<file path="src/rtl/arf086b128e1r1w0cbbehsaa4acw_wr_sched_if.sv">
// Write-request handshake bundle for the 128x86 1R1W latch-array write scheduler.
// master: request source. slave: the scheduler.
interface arf086b128e1r1w0cbbehsaa4acw_wr_sched_if #(
    parameter int unsigned AWIDTH = 7,
    parameter int unsigned DWIDTH = 86
) ();
    logic              wr_vld;
    logic              wr_rdy;
    logic [AWIDTH-1:0] wr_addr;
    logic [DWIDTH-1:0] wr_data;

    modport master (
        output wr_vld,
        output wr_addr,
        output wr_data,
        input  wr_rdy
    );

    modport slave (
        input  wr_vld,
        input  wr_addr,
        input  wr_data,
        output wr_rdy
    );
endinterface

</file>
<file path="src/rtl/arf086b128e1r1w0cbbehsaa4acw_wr_sched.sv">
// Write-port scheduler for the 128-entry x 86-bit 1R1W latch array.
// Incoming writes go through a small circular queue. At most one registered
// write per cycle is issued to the array's phase-B data/wordline latches.
// The head write is deferred while the same-cycle read targets its row, and
// while arr_hold is high.
// Optional read bypass: define ARF086B128E1R1W0CBBEHSAA4ACW_WR_BYPASS_EN to
// forward pending and in-flight write data to the read port. Without it,
// rd_hit and rd_byp_data are tied to zero.
module arf086b128e1r1w0cbbehsaa4acw_wr_sched #(
    parameter int unsigned DWIDTH = 86,
    parameter int unsigned DEPTH  = 128,
    parameter int unsigned AWIDTH = 7,
    parameter int unsigned QDEPTH = 2
) (
    input  logic                          clk,
    input  logic                          rst_n,
    arf086b128e1r1w0cbbehsaa4acw_wr_sched_if.slave wr,
    input  logic                          rd_en,
    input  logic [AWIDTH-1:0]             rd_addr,
    input  logic                          arr_hold,
    output logic                          arr_wr_en,
    output logic [DEPTH-1:0]              arr_wr_wl,
    output logic [DWIDTH-1:0]             arr_wr_data,
    output logic                          rd_hit,
    output logic [DWIDTH-1:0]             rd_byp_data,
    output logic [$clog2(QDEPTH):0]       pend_cnt,
    output logic                          idle
);

    localparam int unsigned PW = $clog2(QDEPTH);
    localparam int unsigned CW = PW + 1;

    // Queue storage. It is not reset: only entries below count are ever read.
    logic [AWIDTH-1:0] q_addr [QDEPTH];
    logic [DWIDTH-1:0] q_data [QDEPTH];

    logic [PW-1:0]     wr_ptr;
    logic [PW-1:0]     rd_ptr;
    logic [CW-1:0]     count;
    logic [CW-1:0]     count_nxt;
    logic              rdy_q;

    logic              push;
    logic              pop;
    logic [AWIDTH-1:0] head_addr;
    logic [DWIDTH-1:0] head_data;
    logic              head_conflict;
    logic [DEPTH-1:0]  wl_nxt;

    // wr_rdy comes straight from a flop, so issue has no combinational path to it.
    assign wr.wr_rdy     = rdy_q;
    assign push          = wr.wr_vld & rdy_q;

    assign head_addr     = q_addr[rd_ptr];
    assign head_data     = q_data[rd_ptr];
    assign head_conflict = rd_en & (rd_addr == head_addr);
    assign pop           = (count != '0) & ~arr_hold & ~head_conflict;

    assign pend_cnt      = count;
    assign idle          = (count == '0) & ~arr_wr_en;

    // Next occupancy; a simultaneous push and pop leaves the count unchanged.
    always_comb begin
        count_nxt = count;
        case ({push, pop})
            2'b10:   count_nxt = count + CW'(1);
            2'b01:   count_nxt = count - CW'(1);
            default: count_nxt = count;
        endcase
    end

    // One-hot wordline for the head entry's row.
    always_comb begin
        wl_nxt            = '0;
        wl_nxt[head_addr] = 1'b1;
    end

    // Capture accepted requests into the slot at the write pointer.
    always_ff @(posedge clk) begin
        if (push) begin
            q_addr[wr_ptr] <= wr.wr_addr;
            q_data[wr_ptr] <= wr.wr_data;
        end
    end

    // Queue pointers, occupancy and registered ready.
    // QDEPTH is a power of two, so the pointers wrap by natural overflow.
    always_ff @(posedge clk or negedge rst_n) begin
        if (!rst_n) begin
            wr_ptr <= '0;
            rd_ptr <= '0;
            count  <= '0;
            rdy_q  <= 1'b0;
        end else begin
            if (push) begin
                wr_ptr <= wr_ptr + PW'(1);
            end
            if (pop) begin
                rd_ptr <= rd_ptr + PW'(1);
            end
            count <= count_nxt;
            rdy_q <= (count_nxt < CW'(QDEPTH));
        end
    end

    // Registered array write port. Data is held between writes.
    always_ff @(posedge clk or negedge rst_n) begin
        if (!rst_n) begin
            arr_wr_en   <= 1'b0;
            arr_wr_wl   <= '0;
            arr_wr_data <= '0;
        end else begin
            arr_wr_en <= pop;
            arr_wr_wl <= pop ? wl_nxt : '0;
            if (pop) begin
                arr_wr_data <= head_data;
            end
        end
    end

`ifdef ARF086B128E1R1W0CBBEHSAA4ACW_WR_BYPASS_EN
    logic [AWIDTH-1:0] infl_addr;
    logic [PW-1:0]     scan_idx;
    logic              any_hit;
    logic [DWIDTH-1:0] hit_data;

    // Row address of the write currently on the array port.
    always_ff @(posedge clk or negedge rst_n) begin
        if (!rst_n) begin
            infl_addr <= '0;
        end else if (pop) begin
            infl_addr <= head_addr;
        end
    end

    // Youngest matching write wins. The in-flight write is checked first,
    // then queue entries from oldest to newest, so a later match overrides
    // an earlier one.
    always_comb begin
        any_hit  = 1'b0;
        hit_data = '0;
        scan_idx = '0;
        if (arr_wr_en && (infl_addr == rd_addr)) begin
            any_hit  = 1'b1;
            hit_data = arr_wr_data;
        end
        for (int unsigned i = 0; i < QDEPTH; i++) begin
            scan_idx = rd_ptr + PW'(i);
            if ((CW'(i) < count) && (q_addr[scan_idx] == rd_addr)) begin
                any_hit  = 1'b1;
                hit_data = q_data[scan_idx];
            end
        end
        rd_hit      = rd_en & any_hit;
        rd_byp_data = (rd_en & any_hit) ? hit_data : '0;
    end
`else
    assign rd_hit      = 1'b0;
    assign rd_byp_data = '0;
`endif

endmodule

</file>
<file path="src/flat_wrapper.sv">
// flat-port wrapper written by rule: the top's interface ports become plain ports
module arf086b128e1r1w0cbbehsaa4acw_wr_sched_flat 
#(
    parameter int unsigned DWIDTH = 86,
    parameter int unsigned DEPTH  = 128,
    parameter int unsigned AWIDTH = 7,
    parameter int unsigned QDEPTH = 2
)
  (clk, rst_n, rd_en, rd_addr, arr_hold, arr_wr_en, arr_wr_wl, arr_wr_data, rd_hit, rd_byp_data, pend_cnt, idle, wr_wr_vld, wr_wr_addr, wr_wr_data, wr_wr_rdy);
  arf086b128e1r1w0cbbehsaa4acw_wr_sched_if #(.AWIDTH(AWIDTH), .DWIDTH(DWIDTH)) wr_i ();
  input  logic clk;
  input  logic rst_n;
  input  logic rd_en;
  input  logic [AWIDTH-1:0] rd_addr;
  input  logic arr_hold;
  output logic arr_wr_en;
  output logic [DEPTH-1:0] arr_wr_wl;
  output logic [DWIDTH-1:0] arr_wr_data;
  output logic rd_hit;
  output logic [DWIDTH-1:0] rd_byp_data;
  output logic [$clog2(QDEPTH):0] pend_cnt;
  output logic idle;
  input wire logic [$bits(wr_i.wr_vld)-1:0] wr_wr_vld;
  input wire logic [$bits(wr_i.wr_addr)-1:0] wr_wr_addr;
  input wire logic [$bits(wr_i.wr_data)-1:0] wr_wr_data;
  output wire logic [$bits(wr_i.wr_rdy)-1:0] wr_wr_rdy;
  assign wr_i.wr_vld = wr_wr_vld;
  assign wr_i.wr_addr = wr_wr_addr;
  assign wr_i.wr_data = wr_wr_data;
  assign wr_wr_rdy = wr_i.wr_rdy;
  arf086b128e1r1w0cbbehsaa4acw_wr_sched #(.DWIDTH(DWIDTH), .DEPTH(DEPTH), .AWIDTH(AWIDTH), .QDEPTH(QDEPTH)) u_core (.clk(clk), .rst_n(rst_n), .wr(wr_i), .rd_en(rd_en), .rd_addr(rd_addr), .arr_hold(arr_hold), .arr_wr_en(arr_wr_en), .arr_wr_wl(arr_wr_wl), .arr_wr_data(arr_wr_data), .rd_hit(rd_hit), .rd_byp_data(rd_byp_data), .pend_cnt(pend_cnt), .idle(idle));
endmodule
</file>
<file path="config.mk">
export PLATFORM = sky130hd
export DESIGN_NAME = arf086b128e1r1w0cbbehsaa4acw_wr_sched_flat
export DESIGN_NICKNAME = d
export VERILOG_FILES = /design/src/rtl/arf086b128e1r1w0cbbehsaa4acw_wr_sched_if.sv /design/src/rtl/arf086b128e1r1w0cbbehsaa4acw_wr_sched.sv /design/src/flat_wrapper.sv
export SDC_FILE = /design/constraint.sdc
export NUM_CORES = 1
export LEC_CHECK = 0
export ABC_AREA = 1
export CORE_MARGIN = 2
export CORE_UTILIZATION = 30
export CTS_CLUSTER_DIAMETER = 40
export DETAILED_ROUTE_END_ITERATION = 8
export DONT_BUFFER_PORTS = 1
export GPL_TIMING_DRIVEN = 0
export PLACE_DENSITY = 0.45
export SETUP_SLACK_MARGIN = 0.3
export SLEW_MARGIN = 20
export SYNTH_ARGS = -nofsm -noshare
export SYNTH_HDL_FRONTEND = slang
export SYNTH_SLANG_ARGS = --single-unit
</file>
<file path="constraint.sdc">
create_clock -name clk -period 5.4 [get_ports clk]
set_input_delay 0.27 -clock clk [delete_from_list [all_inputs] [get_ports clk]]
set_output_delay 0.27 -clock clk [all_outputs]
set_load 0.03 [all_outputs]
</file>
==> summary.txt <==
Timing
  • Setup Skew: 0.0236 ns
  • Final setup margin: 2.41 ns
  • Unrepaired setup endpoints after global routing: false
  • Tightest Pin Transition: 0.907 ns
  • Rel. slew slack: 0.391
  • Fin. Hold Viols: 220
  • Tcrit/Tclk final: 0.553
  • Slew Limit Fails: 0
  • Final setup vio count: 0
  • Fmax: 335 MHz
  • Hold WS: -0.615 ns
  • Period minus WS final: 2.99 ns

Global route
  • Antenna violations before repair: 2
  • Vias in the first global route: 9816
  • Largest net degree at the start of global routing: 221
  • First-pass GRT wire length: 62.3 mm
  • Overflow after GRT: 0
  • Total track usage: 0.158

Routing
  • WL final: 41.3 mm
  • Vias: 9661
  • TritonRoute pass-1 iters: 4
  • DR vias/cell: 4.15
  • DRC viols: 0
  • Iter 0 DRT Violations: 453
  • Routed Antenna Nets: 0
  • Wirelength per Cell: 17.7 µm

Pwr
  • PwrDens: 572 nW/µm²
  • Leakage: 9.17 nW
  • Maximum vdd ir drop: 0.311 mV

Yosys
  • Number of synthesized flops with an enable pin: 186
  • Ys Warns: 0
  • FFs w/ async S/R, synth: 0.542
  • Synth Flop Type: dfrtp_1
  • Post-Synthesis Cells: 1340
  • Register area share after synthesis: 0.725
  • Synth cell types: 24
  • Syn_area_per_cell: 11.4 µm²
  • Register bit total from synthesis: 406
  • Mapped cell area: 15300 µm²

Setup path
  • Setup CP Type: register to register
  • Endpoint class of the critical path: register
  • Crit path max fanout: 10
  • Worst Path Arrival: 3.47 ns
  • R2r startpoint: u_core.rd_ptr$_DFFE_PN0P_
  • R2r endpoint: u_core.wr.wr_rdy$_DFF_PN0_
  • Startpoint class of the critical path: register
  • Crit path required time: 5.88 ns
  • FF-to-FF setup slack: 2.41 ns
  • Worst r2r path cells: 19

CTS
  • Clock root cell: clkbuf_16
  • Worst-skew pair later-pin latency: 0.60 ns
  • Clock buffer count from CTS: 69
  • Reg clk slew, reported paths: 0.06 ns
  • Clk sinks: 406
  • Htree depth: 3
  • Resized Gates After CTS: 0
  • Hold-fix buffers, CTS: 93
  • Setup bufs post-CTS: 0
  • Clk buf depth: 3
  • TritonCTS clock tree: done

Die
  • # rows: 82
  • Starting density of the core: 0.304
  • Die Y: 230 µm
  • Core area: 50300 µm²
  • Total die area: 52800 µm²
  • Chip width: 230 µm
  • Boundary Pins: 411

Outcome
  • Violated checks: negative hold slack
  • Status: finished, violations left

Run
  • Max-cap violations: 0

Finish
  • Synthesis-to-finish area growth: 30.8%
  • Post-route cell area: 20000 µm²
  • Antenna cells: 0
  • Fin nets: 1705
  • Layout cells sized above 1: 0.165

Place
  • Detailed placement HPWL: 28.3 mm
  • Place WS: 2.33 ns
  • Placer Congestion: 0.744
  • DP Area: 16700 µm²
  • Buffers on Ports: 0

Worst hold path
  • Worst hold path type: primary input to asynchronous set/reset pin
-- synth_stat cells (2+ instances only) --
| cell type | count | share of area |
|---|---|---|
| buf_2 | 23 | 0.0075 |
| buf_4 | 92 | 0.045 |
| buf_6 | 8 | 0.0059 |
| clkbuf_1 | 21 | 0.0052 |
| dfrtp_1 | 220 | 0.36 |
| edfxtp_1 | 186 | 0.37 |
| inv_1 | 29 | 0.0071 |
| nand2_1 | 493 | 0.12 |
| nand2_4 | 2 | 0.0015 |
| nand3_1 | 97 | 0.032 |
| nand3_2 | 3 | 0.0020 |
| nand3_4 | 5 | 0.0057 |
| nor2_1 | 147 | 0.036 |
| nor2_2 | 3 | 0.0012 |
| xor2_1 | 2 | 0.0011 |
-- flip-flops by register name (all words and copies together) (netlist names), named ones only --
signal,count
u_core.arr_wr_en,1
u_core.wr.wr_rdy,1
u_core.q_addr,14
u_core.wr_ptr,1
u_core.q_data,172
u_core.rd_ptr,1
u_core.arr_wr_data,86
u_core.pend_cnt,1
u_core.arr_wr_wl,128
-- layout make-up --
| type | instances | area [µm²] |
|---|---|---|
| timing repair buffer | 102 | 1150 |
| multi-input combinational | 845 | 3450 |
| buffer | 145 | 978 |
| clock buffer | 75 | 1820 |
| sequential | 406 | 11100 |
| fill | 4856 | 30300 |
| tap | 672 | 841 |
| clock inverter | 53 | 559 |
| inverter | 30 | 115 |
-- stage by stage --
stage / TNS, ns / hold WS [ns] / power, mW / util / cells
4_1_cts: 0 / -0.671 / 11.6 / 0.398 / 2328
2_1_floorplan: 0 / -0.0256 / 6.33 / - / 1426
3_5_place_dp: 0 / -0.0173 / 7.13 / 0.332 / 2107
5_1_grt: 0 / -0.660 / 12.1 / 0.398 / 2328
3_3_place_gp: -560.99 / -0.0160 / 7.08 / 0.327 / 2098
6_report: 0 / -0.615 / 11.4 / 0.398 / 2328
-- where the power goes --
group | switching [mW] | internal [mW]
Combinational | 1.46 | 0.678
Sequential | 1.06 | 3.87
Clock | 1.69 | 2.68
-- cells by family (layout without fill, tap and decap cells) --
group	count (synthesis)	after routing	share of synthesized area
XOR/XNOR	3	3	0.00172
other	1	87	0.000245
AO/OA/AOI/OAI	2	2	0.000654
adder cells (fa/ha/maj)	1	1	0.000818
flip-flops	406	406	0.725
buffers and inverters	175	405	0.0715
AND/OR/NAND/NOR	752	752	0.200
-- worst max-delay path, stage by stage, from the launching register on --
cell and delay [ns]:
dfrtp_1 0.35, buf_4 0.17, inv_4 0.11, buf_6 0.18, nand2_1 0.06, nand3_1 0.06, nand2_1 0.06, inv_1 0.05
nand2_1 0.09, nor2_2 0.14, nand2_4 0.13, nand2_4 0.18, buf_6 0.19, buf_4 0.19, inv_1 0.09, ha_1 0.32
a21oi_1 0.11, o21ai_0 0.11, xor2_1 0.19, inv_1 0.05
-- worst max path at each step --
stage / start / endpoint / slack [ns] / depth (start not counted)
2_1_floorplan: u_core.wr.wr_rdy$_DFF_PN0_ / u_core.q_addr[0][0]$_DFFE_PP_ / 0.29 / 2
3_5_place_dp: u_core.rd_ptr$_DFFE_PN0P_ / u_core.wr.wr_rdy$_DFF_PN0_ / 2.33 / 19
6_report: u_core.rd_ptr$_DFFE_PN0P_ / u_core.wr.wr_rdy$_DFF_PN0_ / 2.41 / 19
5_1_grt: u_core.rd_ptr$_DFFE_PN0P_ / u_core.wr.wr_rdy$_DFF_PN0_ / 2.08 / 19
4_1_cts: u_core.rd_ptr$_DFFE_PN0P_ / u_core.wr.wr_rdy$_DFF_PN0_ / 2.32 / 19
3_3_place_gp: u_core.wr.wr_rdy$_DFF_PN0_ / u_core.q_data[0][78]$_DFFE_PP_ / -3.04 / 2
-- metal layers --
layer / vias to the layer above / part of all wire / track usage
met5: - / 0.00073 / 0
met4: 4 / 0.028 / 0.0595
met3: 91 / 0.081 / 0.0584
met2: 318 / 0.50 / 0.272
met1: 4579 / 0.39 / 0.179
li1: 4669 / - / -
-- cells in the final DEF, fill, tap and decap left out, drive strengths merged, types with 2 or more instances in the layout --
cell type      n
inv           49
nand2        495
nor2         150
edfxtp       186
dfrtp        220
clkinvlp      10
dlygate4sd3   93
buf          133
clkinv        21
conb          87
clkbuf        96
bufinv         3
xor2           2
nand3        105
Note: power is estimated with default switching activity, not from simulation.
